[src/rtl/dram_pkg.sv]
// rtl/dram_pkg.sv - shared widths, request record and arbiter state for the DRAM request arbiter
package dram_pkg;

    localparam int DRAM_LANE_W      = 128;
    localparam int DRAM_HALF_ADDR_W = 11;
    localparam int DRAM_LINE_ADDR_W = 22;

    typedef struct packed {
        logic [DRAM_LINE_ADDR_W-1:0] addr_read;
        logic [DRAM_HALF_ADDR_W-1:0] addr_write_up;
        logic                        dirty;
        logic [DRAM_LANE_W-1:0]      lane_wr;
    } line_req_t;

    typedef enum logic {
        ARB_IDLE,
        ARB_WAIT_ACK
    } arb_state_e;

    // Watchdog counter is never narrower than 8 bits
    function automatic int wd_width(input int timeout);
        return ($clog2(timeout + 1) > 8) ? $clog2(timeout + 1) : 8;
    endfunction

endpackage

[src/rtl/rr_pick.sv]
// rtl/rr_pick.sv - combinational round-robin pick: first set request scanning up from ptr+1
module rr_pick #(
    parameter  int N = 2,
    localparam int W = (N > 1) ? $clog2(N) : 1
) (
    input  logic [N-1:0] req_i,
    input  logic [W-1:0] ptr_i,
    output logic         found_o,
    output logic [W-1:0] idx_o
);

    function automatic logic [W-1:0] wrap(input int v);
        return W'(v % N);
    endfunction

    // Scan from the far end down so the nearest candidate after ptr is written last
    always_comb begin
        found_o = 1'b0;
        idx_o   = '0;
        for (int k = N; k >= 1; k--) begin
            if (req_i[wrap(int'(ptr_i) + k)]) begin
                found_o = 1'b1;
                idx_o   = wrap(int'(ptr_i) + k);
            end
        end
    end

endmodule

[src/rtl/dram_request_arbiter.sv]
// rtl/dram_request_arbiter.sv - round-robin share of the DRAM line port with registered fields and watchdog
module dram_request_arbiter
    import dram_pkg::*;
#(
    parameter int NUM_REQ        = 2,
    parameter int TIMEOUT_CYCLES = 255
) (
    input  logic                                   main_clk,
    input  logic                                   main_rst_n,
    input  logic [NUM_REQ-1:0]                     req_valid,
    input  logic [NUM_REQ*DRAM_LINE_ADDR_W-1:0]    req_addr_read,
    input  logic [NUM_REQ*DRAM_HALF_ADDR_W-1:0]    req_addr_write_up,
    input  logic [NUM_REQ-1:0]                     req_dirty,
    input  logic [NUM_REQ*DRAM_LANE_W-1:0]         req_lane_wr,
    output logic [NUM_REQ-1:0]                     req_ack,
    output logic [DRAM_LANE_W-1:0]                 rsp_lane,
    output logic [DRAM_HALF_ADDR_W-1:0]            dram_addr_read_up,
    output logic [DRAM_HALF_ADDR_W-1:0]            dram_addr_write_up,
    output logic [DRAM_HALF_ADDR_W-1:0]            dram_addr_common,
    output logic [DRAM_LANE_W-1:0]                 dram_lane_wr,
    output logic                                   dram_dirty,
    output logic                                   dram_req_pulse,
    input  logic                                   dram_ack_pulse,
    input  logic [DRAM_LANE_W-1:0]                 dram_lane_rd,
    output logic                                   timeout_err
);

    localparam int IW = $clog2(NUM_REQ);
    localparam int CW = wd_width(TIMEOUT_CYCLES);

    arb_state_e              state_q, state_d;
    logic [IW-1:0]           ptr_q, ptr_d;
    logic [IW-1:0]           grant_q, grant_d;
    line_req_t               fields_q, fields_d;
    logic                    pulse_q, pulse_d;
    logic [NUM_REQ-1:0]      ack_q, ack_d;
    logic [DRAM_LANE_W-1:0]  rsp_q, rsp_d;
    logic [CW-1:0]           cnt_q, cnt_d;
    logic                    tout_q, tout_d;

    line_req_t               cand [NUM_REQ];
    logic                    pick_found;
    logic [IW-1:0]           pick_idx;

    for (genvar g = 0; g < NUM_REQ; g++) begin : g_cand
        assign cand[g] = {req_addr_read[g*DRAM_LINE_ADDR_W +: DRAM_LINE_ADDR_W],
                          req_addr_write_up[g*DRAM_HALF_ADDR_W +: DRAM_HALF_ADDR_W],
                          req_dirty[g],
                          req_lane_wr[g*DRAM_LANE_W +: DRAM_LANE_W]};
    end

    rr_pick #(.N(NUM_REQ)) u_rr_pick (
        .req_i   (req_valid),
        .ptr_i   (ptr_q),
        .found_o (pick_found),
        .idx_o   (pick_idx)
    );

    always_ff @(posedge main_clk or negedge main_rst_n) begin
        if (!main_rst_n) state_q <= ARB_IDLE;
        else             state_q <= state_d;
    end

    always_comb begin
        state_d = state_q;
        case (state_q)
            ARB_IDLE:     if (pick_found)     state_d = ARB_WAIT_ACK;
            ARB_WAIT_ACK: if (dram_ack_pulse) state_d = ARB_IDLE;
            default:                          state_d = ARB_IDLE;
        endcase
    end

    always_comb begin
        ptr_d    = ptr_q;
        grant_d  = grant_q;
        fields_d = fields_q;
        pulse_d  = 1'b0;
        ack_d    = '0;
        rsp_d    = rsp_q;
        cnt_d    = cnt_q;
        tout_d   = tout_q;
        case (state_q)
            ARB_IDLE: begin
                if (pick_found) begin
                    ptr_d    = pick_idx;
                    grant_d  = pick_idx;
                    fields_d = cand[pick_idx];
                    pulse_d  = 1'b1;
                    cnt_d    = '0;
                end
            end
            ARB_WAIT_ACK: begin
                // Saturate rather than wrap; the FSM keeps waiting after a timeout
                if (cnt_q != CW'(TIMEOUT_CYCLES)) cnt_d = cnt_q + 1'b1;
                if (cnt_d == CW'(TIMEOUT_CYCLES)) tout_d = 1'b1;
                if (dram_ack_pulse) begin
                    rsp_d          = dram_lane_rd;
                    ack_d[grant_q] = 1'b1;
                end
            end
            default: ;
        endcase
    end

    always_ff @(posedge main_clk or negedge main_rst_n) begin
        if (!main_rst_n) begin
            ptr_q    <= IW'(NUM_REQ - 1);
            grant_q  <= '0;
            fields_q <= '0;
            pulse_q  <= 1'b0;
            ack_q    <= '0;
            rsp_q    <= '0;
            cnt_q    <= '0;
            tout_q   <= 1'b0;
        end else begin
            ptr_q    <= ptr_d;
            grant_q  <= grant_d;
            fields_q <= fields_d;
            pulse_q  <= pulse_d;
            ack_q    <= ack_d;
            rsp_q    <= rsp_d;
            cnt_q    <= cnt_d;
            tout_q   <= tout_d;
        end
    end

    assign req_ack            = ack_q;
    assign rsp_lane           = rsp_q;
    assign dram_addr_read_up  = fields_q.addr_read[DRAM_LINE_ADDR_W-1:DRAM_HALF_ADDR_W];
    assign dram_addr_common   = fields_q.addr_read[DRAM_HALF_ADDR_W-1:0];
    assign dram_addr_write_up = fields_q.addr_write_up;
    assign dram_lane_wr       = fields_q.lane_wr;
    assign dram_dirty         = fields_q.dirty;
    assign dram_req_pulse     = pulse_q;
    assign timeout_err        = tout_q;

endmodule

[config.mk]
export PLATFORM = sky130hd
export DESIGN_NAME = dram_request_arbiter
export DESIGN_NICKNAME = d
export VERILOG_FILES = /design/src/rtl/dram_pkg.sv /design/src/rtl/rr_pick.sv /design/src/rtl/dram_request_arbiter.sv
export SDC_FILE = /design/constraint.sdc
export NUM_CORES = 1
export LEC_CHECK = 0
export ABC_CLOCK_PERIOD_IN_PS = 4800
export CAP_MARGIN = 20
export CORE_AREA = 5 5 289 291
export DETAILED_ROUTE_END_ITERATION = 7
export DIE_AREA = 0 0 294 296
export GPL_TIMING_DRIVEN = 0
export PLACE_DENSITY = 0.38
export RECOVER_POWER = 25
export SYNTH_ARGS = -nofsm -noshare
export SYNTH_HDL_FRONTEND = slang
export SYNTH_SLANG_ARGS = --single-unit
[constraint.sdc]
create_clock -name main_clk -period 4.8 [get_ports main_clk]
set_input_delay 0.72 -clock main_clk [delete_from_list [all_inputs] [get_ports main_clk]]
set_output_delay 0.72 -clock main_clk [all_outputs]
set_load 0.03 [all_outputs]
## Word level (Yosys, flattened, before mapping)

Cells that the tools add are included.

- Add/subtract/negate cells: 3
- $lt $le $gt $ge: 5
- Equality and inequality tests: 3
- Muxes and demuxes: 23
- Bitwise gates (word level): 2
- Reductions and logical operators: 4

Operators by type and width:

| operator | count |
|---|---|
| $mux 162 | 3 |
| $mux 8 | 3 |
| $pmux 8 s2 | 1 |
| $mux 1 | 12 |
| $add 8x1->8 const B | 1 |
| $eq 8x8->1 const B | 1 |
| $ne 8x8->1 const B | 1 |
| $lt 1x2->1 const B | 3 |
| $reduce_and 2->1 | 3 |
| $mux 2 | 2 |
| $add 1x1->1 const B | 2 |
| $ge 2x2->1 const B | 1 |
| $ne 2x2->1 const B | 1 |
| $not 1->2 | 1 |
| $pmux 1 s2 | 1 |
| $demux 1 s1 | 1 |
| $ge 1x1->1 const B | 1 |
| $logic_and 1x1->1 | 1 |
| $not 1->1 | 1 |

- Register bits: 305
- Input port bits: 457

## Logic depth before layout (Yosys ltp)

Gate-level depths: netlist of run 1.

- Depth in word-level cells: 9
- Depth in mapped cells: 7

## Modules after synthesis

A second synthesis of run 1 with hierarchy kept.

- Cell total of the unflattened synthesis: 1057
- Area, all modules: 12951.2 um^2

Modules (own cells, without submodules):

| module | instances | cells each | area each (um^2) |
|---|---|---|---|
| dram_request_arbiter | 1 | 1055 | 12937.4 |
| rr_pick | 1 | 2 | 13.8 |

## Worst setup path after synthesis of run 1

Ideal clock, no wire load.

- Path type: input -> register
- From: input req_valid[1]
- To: register fields_q, in the netlist dram_lane_wr[100]
- Setup time: 0.141 ns
- Arrival time: 1.568 ns
- Required time: 4.659 ns
- Setup slack: 3.091 ns
- Stages: 6
- Path through: buf_2 > o21ai_2 > inv_4 > buf_2 > buf_1 > a31oi_1

- Longest elaborated chain between the ends: 8
- Elaborated cells on any way between the ends: 13
- Those cells by class: mux (11); bitwise (1); reduce/logical (1)

Ends and longest elaborated chain:

| item | RTL line | text |
|---|---|---|
| start, declared | dram_request_arbiter.sv:10 | `input logic [NUM_REQ-1:0] req_valid,` |
| $mux 1 (implied by the code) (2 in series) | rr_pick.sv:21 | `if (req_i[wrap(int'(ptr_i) + k)]) begin` |
| $mux 1 (2 in series) | rr_pick.sv:21 |  |
| $not 1->2 (implied by the code) | dram_request_arbiter.sv:87 | `fields_d = cand[pick_idx];` |
| $mux 162 (implied by the code) (3 in series) | dram_request_arbiter.sv:87 |  |
| end signal, assigned | dram_request_arbiter.sv:118 | `fields_q <= fields_d;` |
| end, declared | dram_request_arbiter.sv:34 | `line_req_t fields_q, fields_d;` |

Several ways; a longest one is shown, not always the timed one. The select of a mux whose other input is x is not followed.
A chain may end at the register's enable or synchronous reset.

==> results.yml, run 1 <==
run_status:
  status: "finished with violations"
  violations: "max-capacitance violations, max-slew violations"
worst_setup_path:
  setup.worst_path.end_class: "async pin"
  timing.critical_path.buf_inv: 4
  rrSetupSlack_ns: 2.13
  path_class: "input pin to async pin"
  path_max_fanout: 92
  ff2ff_path_depth: 6
  r2r-end: "dram_lane_wr[43]"
  r2r-start: "state_q"
  cp.arrival_ns: 3.88
  path_cells: "dlygate4sd3_1 > clkbuf_1 > buf_16 > buf_16"
  cp_common_cell: "buf_16"
  crit_family: "buffers and inverters"
  critPathMaxStageDelay_ns: 1.58
  start_kind: "input pin"
  cp_slowest_cell: "clkbuf_1"
  cp.required_ns: 5.45
timing:
  hold_violations: 0
  grt_setup_unrepaired: "no"
  setup_viol: 0
  finalWorstSetupSlack_ns: 1.58
  fin_crit_ns: 3.22
  worstMarginPinSlew_ns: 2.24
  post-route-period-util_pct: 67.1
  timing.fmax_mhz: 310
  timing.hold.ws_ns: 0.459
  fin_worst_skew_ns: 0.00875
  slew_headroom_pct: -49.2
  maxSlewViolCount: 34
synthesis:
  synth.largest_area_cell: "dfrtp_1"
  yosysWarnings: 0
  synth_area_sq_um: 12700
  synth-edff-count: 0
  async_reset_ff_share_pct: 100
  syn_nets: 1693
  ys.flop_type: "dfrtp_1"
  yosysUniqueCellTypes: 37
  ys_ff_latch: 305
  synth.yosys.seq_area_share_pct: 59.9
  avgSynthCellArea_sq_um: 10.3
  synth.top_cell.area_share_pct: 59.7
  netlist_instances: 1235
  synth_area_leaders: "dfrtp_1 60%, mux2_2 11%, nand2_1 9.7%, a31oi_1 8.1%, nor2_1 4.9%"
grt:
  grt_use_total_pct: 14.4
  grt.overflow.total: 0
  grt_pass1_wl_microns: 93800
  grt_pass1_vias: 13200
  antenna_found_initial: 8
  grt_max_degree: 93
power:
  max-vdd-ir-drop_mv: 0.272
  power.density_nw_per_um2: 462
  power.leakage_nw: 9.36
cts:
  cts_tree: "built"
  cts_made_buffers: 43
  clk-insertion-delay-late_ns: 0.57
  cts_setup_buffers: 0
  cts-root-buf: "clkbuf_16"
  cts_resized: 0
  clkTransAtPathRegs_ns: 0.05
  cts_sinks: 305
  ctsHtreeMaxLevel: 2
  clockBufferDepth: 3
  holdBufCountCts: 1
floorplanning:
  pin_count: 751
  die_area_sq_um: 87000
  initial_core_util_pct: 15.9
  die_w_microns: 294
  core_sq_um: 80300
  die_h_microns: 296
  rows: 104
finish:
  stdcell_count: 3131
  final_nets: 2491
  syn_to_final_growth_pct: 81.0
  drive_gt1_share_pct: 12.6
routing:
  vias: 12400
  routed_wl_microns: 66600
  viasPerCell: 3.97
  wl_per_cell_microns: 21.3
  drtAntennaViolNets: 0
  drt_iter0_markers: 470
  drt_first_pass_iters: 6
  drcViolationCount: 0
min_path:
  whs_endpoint: "req_ack[0]"
  holdPathStages: 1
  hp-start: "grant_q"
  hp-class: "register to register"
placement:
  dp_hpwl_microns: 52700
  post-place-ws_ns: 1.47
  dpl.cell_count: 3047
  port-buffer-count: 749
  gp_congestion: 0.793
run:
  cap_violations: 1
==> where the power goes <==
group | switching, mW | internal, mW | total [mW]
combinational | 2.27 | 1.71 | 3.98
sequential | 0.327 | 3.14 | 3.46
clock | 1.28 | 1.94 | 3.22
==> through the flow <==
stage               power (mW)  setup TNS, ns  utilization, %  instance area (sq um)
finish                    10.7              0            28.7                  23100
global route              11.2              0            28.7                  23100
CTS                       10.9              0            28.7                  23100
detailed placement        7.56              0            27.0                  21700
global placement          7.54       -3706.12            26.9                  21600
floorplan                 5.43              0               -                  12700
==> logic make-up after synthesis <==
kind of cell	Yosys count	share of synthesized area [%]
fa+ha+maj	1	0.0981
compound gates	186	9.10
flops	305	59.9
xor+xnor	2	0.137
buf+inv	91	3.57
simple gates	520	15.8
mux	130	11.5
==> cells in the final DEF (no fill, tap or decap), types with 7 or more instances in the layout <==
cell,instances
buf_2,51
nand2_1,331
clkbuf_8,11
a21oi_1,7
nor2_1,168
clkbuf_16,43
mux2_2,128
dfrtp_1,304
clkdlybuf4s50_1,746
a31oi_1,165
clkbuf_1,27
o21ai_0,8
diode_2,7
buf_4,10
buf_1,14
==> synth_stat cells (3+ instances only) <==
library cell / count
nand2_1: 331
o21ai_0: 8
a21oi_1: 7
clkbuf_1: 10
nand4_1: 3
dfrtp_1: 304
buf_4: 10
a31oi_1: 165
buf_2: 53
nand3_1: 5
mux2_2: 128
and3_1: 4
nor2_1: 168
buf_1: 14
==> layer usage <==
layer  vias up  wire, microns  track usage, %
li1       5813              -               -
met1      6040          24300            15.8
met4         2           1730            4.21
met5         -              7               0
met2       492          34500            26.1
met3        89           5980            5.19
==> worst max-delay path by stage <==
stage,startpoint,end,slack (ns),depth (start not counted)
floorplan,req_valid[1],dram_lane_wr[100],3.09,6
global placement,main_rst_n,rsp_lane[125],-12.23,1
detailed placement,req_valid[0],dram_lane_wr[41],1.47,6
CTS,req_valid[0],dram_lane_wr[41],2.09,6
global route,main_rst_n,cnt_q[2],1.04,4
finish,main_rst_n,cnt_q[2],1.58,4
==> state kept, by name (all words and copies together), names as in the netlist, 2 cells and up <==
signal / cells
cnt_q: 8
req_ack: 2
rsp_lane: 128
dram_addr_write_up: 11
dram_lane_wr: 128
dram_addr_read_up: 11
dram_addr_common: 11
==> area by class of cell <==
type / count / area (sq um)
diodes: 7 / 17.5
plain buffers: 88 / 439
clock buffers: 68 / 1280
clock inverters: 8 / 130
fillers: 8496 / 57200
inverters: 3 / 13.8
multi-input cells: 839 / 4660
flip-flops and latches: 305 / 7630
well taps: 1060 / 1330
repair buffers: 753 / 7580
No activity file was read; power rests on OpenSTA's default activity.
==> run 2, diff against run 1 <==
--- a/config.mk
+++ b/config.mk
@@ -5,13 +5,13 @@
 export SDC_FILE = /design/constraint.sdc
 export NUM_CORES = 1
 export LEC_CHECK = 0
-export ABC_CLOCK_PERIOD_IN_PS = 4800
+export ABC_CLOCK_PERIOD_IN_PS = 2700
 export CAP_MARGIN = 20
-export CORE_AREA = 5 5 289 291
+export CORE_AREA = 5 5 291 293
 export DETAILED_ROUTE_END_ITERATION = 7
-export DIE_AREA = 0 0 294 296
+export DIE_AREA = 0 0 296 298
 export GPL_TIMING_DRIVEN = 0
-export PLACE_DENSITY = 0.38
+export PLACE_DENSITY = 0.39
 export RECOVER_POWER = 25
 export SYNTH_ARGS = -nofsm -noshare
 export SYNTH_HDL_FRONTEND = slang
==> constraint.sdc (replaced) <==
create_clock -name main_clk -period 2.7 [get_ports main_clk]
set_input_delay 0.405 -clock main_clk [delete_from_list [all_inputs] [get_ports main_clk]]
set_output_delay 0.405 -clock main_clk [all_outputs]
set_load 0.03 [all_outputs]
==> results.yml, run 2 (same netlist as run 1, synthesis figures left out) <==
run_status:
  status: "finished, final reports clean"
finish:
  regArea_sq_um: 7630
  drive_gt1_share_pct: 12.7
  syn_to_final_growth_pct: 80.6
  fillers: 8612
  mostFrequentLayoutCells: "748 x clkdlybuf4s50_1, 331 x nand2_1, 304 x dfrtp_1, 168 x nor2_1, 165 x a31oi_1"
  fin_util_pct: 28.2
  final_nets: 2490
  multi_input_area_sq_um: 4660
  final_common_cell: "clkdlybuf4s50_1"
timing:
  timing.hold.ws_ns: 0.181
  worstMarginPinSlew_ns: 1.28
  finalWorstSetupSlack_ns: 0.384
  fin_crit_ns: 2.32
  timing.fmax_mhz: 432
  slew_headroom_pct: 14.5
  setup_viol: 0
  maxSlewViolCount: 0
  setup-tns-final_ns: 0
  fin_worst_skew_ns: 0.0212
  hold_violations: 0
  post-route-period-util_pct: 85.8
  grt_setup_unrepaired: "no"
cts:
  cts-root-buf: "clkbuf_16"
  cts_setup_buffers: 0
  clockBufferDepth: 3
  clk-insertion-delay-late_ns: 0.56
  ctsHtreeMaxLevel: 2
  cts_sinks: 305
  clkTransAtPathRegs_ns: 0.06
  cts_resized: 0
  cts_made_buffers: 42
  cts_tree: "built"
power:
  p_comb_share_pct: 37.9
  p_sw_mw: 6.83
  total_power_mw: 18.7
  p_int_mw: 11.9
  power.density_nw_per_um2: 812
  max-vdd-ir-drop_mv: 0.474
  netSwitchingFraction_pct: 36.5
  clockPowerShare_pct: 29.3
  share_seq_of_total_power_pct: 32.9
  power.leakage_nw: 9.33
grt:
  grt.overflow.total: 0
  grt_pass1_vias: 13200
  antenna_found_initial: 12
  grt_use_total_pct: 14.4
  grt_max_degree: 102
  grt_pass1_wl_microns: 94500
worst_setup_path:
  path_max_fanout: 10
  critPathMaxStageDelay_ns: 0.66
  cp_slowest_cell: "clkbuf_1"
  start_kind: "register"
  setup.worst_path.end_class: "register"
  cp.arrival_ns: 2.69
  timing.critical_path.buf_inv: 4
  path_class: "register to register"
  crit_family: "buffers and inverters"
  path_cells: "inv_2 > o21ai_2 > inv_4 > buf_2 > clkbuf_1 > a31oi_1"
  cp.required_ns: 3.08
placement:
  dp_hpwl_microns: 53200
  port-buffer-count: 749
  gp_congestion: 0.850
  post-place-ws_ns: -0.196
routing:
  vias: 12400
  drtAntennaViolNets: 0
  drt_first_pass_iters: 5
  drcViolationCount: 0
  routed_wl_microns: 67000
  wl_per_cell_microns: 21.3
  viasPerCell: 3.94
  drt_iter0_markers: 433
floorplanning:
  pin_count: 751
  rows: 105
  die_area_sq_um: 88200
  die_w_microns: 296
  initial_core_util_pct: 15.6
  core_sq_um: 81600
  die_h_microns: 298
min_path:
  hp-class: "input pin to register"
run:
  cap_violations: 0
[run 2: changes by cell type in the layout (fill, tap and decap cells not counted), sizes merged]
cell,before,now
buf,79,81
bufinv,2,1
clkbuf,81,80
clkdlybuf4s50,746,748
clkinv,2,8
clkinvlp,1,0
dlygate4sd3,3,1
inv,6,3
[run 2: worst reg2reg max path: cells and delay by family, from the launching register on]
kind | cells | cell delay [ns]
flops | 1 | 0.44
compound gates | 2 | 0.29
buf+inv | 4 | 1.41
[run 2: worst paths after layout]
| kind | start | endpoint | cells after the start | slack, ns |
|---|---|---|---|---|
| min in group asynchronous | main_rst_n | rsp_lane[105] | 2 | 0.67 |
| max | state_q | dram_lane_wr[44] | 6 | 0.38 |
| max in group asynchronous | main_rst_n | dram_lane_wr[118] | 4 | 0.49 |
| min reg2reg | grant_q | req_ack[0] | 1 | 0.46 |
| min | req_valid[1] | ptr_q | 3 | 0.18 |
| max reg2reg | state_q | dram_lane_wr[44] | 6 | 0.38 |
[run 2: power by group through the flow]
stage / logic (mW) / clock network, mW / registers, mW
final: 7.08 / 5.47 / 6.14
after global routing: 7.53 / 5.90 / 6.27
after CTS: 7.22 / 5.70 / 6.16
after detailed placement: 7.20 / 0 / 6.22
after global placement: 7.19 / 0 / 6.21
after floorplan: 1.54 / 0 / 8.11
[run 2: area by class of cell]
| cell class | instances | share of cell area, % |
|---|---|---|
| Tap cell | 1070 | 5.82 |
| Inverter | 3 | 0.0598 |
| Timing Repair Buffer | 753 | 32.9 |
| Multi-Input combinational cell | 839 | 20.2 |
| Clock buffer | 69 | 5.40 |
| Buffer | 88 | 1.92 |
| Sequential cell | 305 | 33.2 |
| Clock inverter | 9 | 0.402 |
| Antenna cell | 7 | 0.0761 |
[run 2: what timing repair did]
action | CTS | global route
hold endpoints to repair | 42 | 0
endpoints found under the setup margin | 0 | 0
hold buffers | 1 | 0
[run 2: per-layer routing]
| layer | part of all wire [%] | GRT usage [%] |
|---|---|---|
| met1 | 37 | 15.8 |
| met2 | 50 | 25.7 |
| met3 | 9.7 | 5.62 |
| met4 | 2.8 | 4.08 |
| met5 | 0.067 | 0 |
[run 2: stage by stage]
| step | std cells | instance area [sq um] |
|---|---|---|
| 2_1_floorplan | 1235 | 12700 |
| 3_3_place_gp | 3054 | 21600 |
| 3_5_place_dp | 3057 | 21700 |
| 4_1_cts | 3136 | 23000 |
| 5_1_grt | 3142 | 23000 |
| 6_report | 3143 | 23000 |
==> run 3, diff against run 2 <==
--- a/config.mk
+++ b/config.mk
@@ -8,10 +8,10 @@
 export ABC_CLOCK_PERIOD_IN_PS = 2700
 export CAP_MARGIN = 20
 export CORE_AREA = 5 5 291 293
+export CTS_CLUSTER_DIAMETER = 60
 export DETAILED_ROUTE_END_ITERATION = 7
 export DIE_AREA = 0 0 296 298
-export GPL_TIMING_DRIVEN = 0
-export PLACE_DENSITY = 0.39
+export PLACE_DENSITY = 0.5
 export RECOVER_POWER = 25
 export SYNTH_ARGS = -nofsm -noshare
 export SYNTH_HDL_FRONTEND = slang
==> results.yml, run 3 (same netlist as run 1, synthesis figures left out) <==
floorplanning:
  rows: 105
  die_h_microns: 298
  die_area_sq_um: 88200
  initial_core_util_pct: 15.6
  pin_count: 751
  core_sq_um: 81600
  die_w_microns: 296
worst_setup_path:
  cp_slowest_cell: "clkdlybuf4s50_1"
  ff2ff_path_depth: 3
  timing.critical_path.buf_inv: 1
  path_max_fanout: 2
  path_class: "register to output port"
  r2r-end: "rsp_lane[5]"
  crit_family: "buffers and inverters"
  startpoint: "dram_lane_wr[34]"
  start_kind: "register"
  setup.worst_path.end_class: "output port"
  setup.worst_path.end: "dram_lane_wr[34]"
  critPathMaxStageDelay_ns: 0.92
  cp.required_ns: 2.30
  cp.arrival_ns: 1.85
  rrSetupSlack_ns: 0.45
  path_depth: 1
  path_cells: "clkdlybuf4s50_1"
  r2r-start: "state_q"
placement:
  dp_hpwl_microns: 44300
  port-buffer-count: 750
  gp_congestion: 0.861
finish:
  final_nets: 2443
  syn_to_final_growth_pct: 81.7
  fin_util_pct: 28.4
  drive_gt1_share_pct: 12.4
  mostFrequentLayoutCells: "749 x clkdlybuf4s50_1, 331 x nand2_1, 304 x dfrtp_1, 168 x nor2_1, 165 x a31oi_1"
  final_common_cell: "clkdlybuf4s50_1"
  fillers: 8484
cts:
  clk-insertion-delay-late_ns: 0.57
  cts_sinks: 305
  cts_tree: "built"
  ctsHtreeMaxLevel: 2
  clockBufferDepth: 3
  cts_made_buffers: 42
  cts_setup_buffers: 0
  cts-root-buf: "clkbuf_16"
  clkTransAtPathRegs_ns: 0.06
  cts_resized: 0
min_path:
  holdPathStages: 3
  hp-class: "input pin to register"
grt:
  grt_pass1_wl_microns: 83800
  antenna_found_initial: 4
  grt.overflow.total: 0
  grt_pass1_vias: 13100
  grt_max_degree: 85
  grt_use_total_pct: 12.2
timing:
  setup-tns-final_ns: 0
  hold_violations: 0
  post-route-period-util_pct: 83.6
  fin_crit_ns: 2.26
  fin_worst_skew_ns: 0.0193
  setup_viol: 0
  slew_headroom_pct: -28.5
  timing.fmax_mhz: 443
  maxSlewViolCount: 65
  worstMarginPinSlew_ns: 1.93
  grt_setup_unrepaired: "no"
run:
  cap_violations: 1
power:
  power.density_nw_per_um2: 825
  power.leakage_nw: 9.35
  max-vdd-ir-drop_mv: 0.478
routing:
  drt_iter0_markers: 508
  viasPerCell: 3.92
  vias: 12100
  routed_wl_microns: 56800
  drtAntennaViolNets: 0
  drcViolationCount: 0
  drt_first_pass_iters: 5
  wl_per_cell_microns: 18.4
run_status:
  status: "finished with violations"
  violations: "max-capacitance violations, max-slew violations"
[run 3: changes by cell type in the layout (fill, tap and decap cells not counted), sizes merged]
cell           previous run  this run
clkdlybuf4s50           748       749
inv                       3         8
buf                      81        42
bufinv                    1         5
clkbuf                   80        60
clkinvlp                  0         2
diode                     7         2
[run 3: cell type report]
cell class	count	area (sq um)	share of cell area [%]
repair buffers	794	7980	34.4
flip-flops and latches	305	7630	32.9
multi-input cells	839	4680	20.2
well taps	1070	1340	5.78
clock buffers	58	1220	5.27
clock inverters	20	295	1.27
inverters	3	18.8	0.0810
diodes	2	5.00	0.0216
[run 3: timing repair]
| item | in CTS | in global routing |
|---|---|---|
| hold buffers | 1 | 0 |
| endpoints found under the setup margin | 0 | 0 |
| hold endpoints to repair | 56 | 0 |
[run 3: metrics by stage]
stage	instances	total power [mW]	worst slack, ns	hold slack (ns)	cell area [sq um]
2_1_floorplan	1235	9.66	1.18	0.109	12700
3_3_place_gp	3010	13.2	0.476	0.447	21700
3_5_place_dp	3010	13.3	0.373	0.447	21700
4_1_cts	3089	19.5	0.374	0.343	23200
5_1_grt	3090	20.1	0.206	0.376	23200
6_report	3091	19.1	0.443	0.402	23200
[run 3: power by group]
part | internal (mW) | total [mW] | switching (mW)
combinational | 3.06 | 6.92 | 3.86
clock | 3.70 | 5.98 | 2.29
sequential | 5.58 | 6.21 | 0.632
total | 12.3 | 19.1 | 6.78
[run 3: how the worst min path moves through the flow]
stage,startpoint,end,slack [ns]
after global placement,main_rst_n,rsp_lane[58],0.45
after detailed placement,main_rst_n,rsp_lane[58],0.45
after CTS,req_lane_wr[204],dram_lane_wr[76],0.34
final,req_lane_wr[23],dram_lane_wr[23],0.40
after global routing,req_lane_wr[186],dram_lane_wr[58],0.38
after floorplan,main_rst_n,cnt_q[0],0.11
[run 3: routing by layer]
metal | GRT usage, % | share of wire [%] | up-vias
li1 | - | - | 5706
met1 | 13.4 | 37 | 5791
met2 | 22.3 | 51 | 540
met3 | 3.91 | 9.0 | 90
met4 | 3.78 | 2.9 | 4
met5 | 0 | 0.060 | -
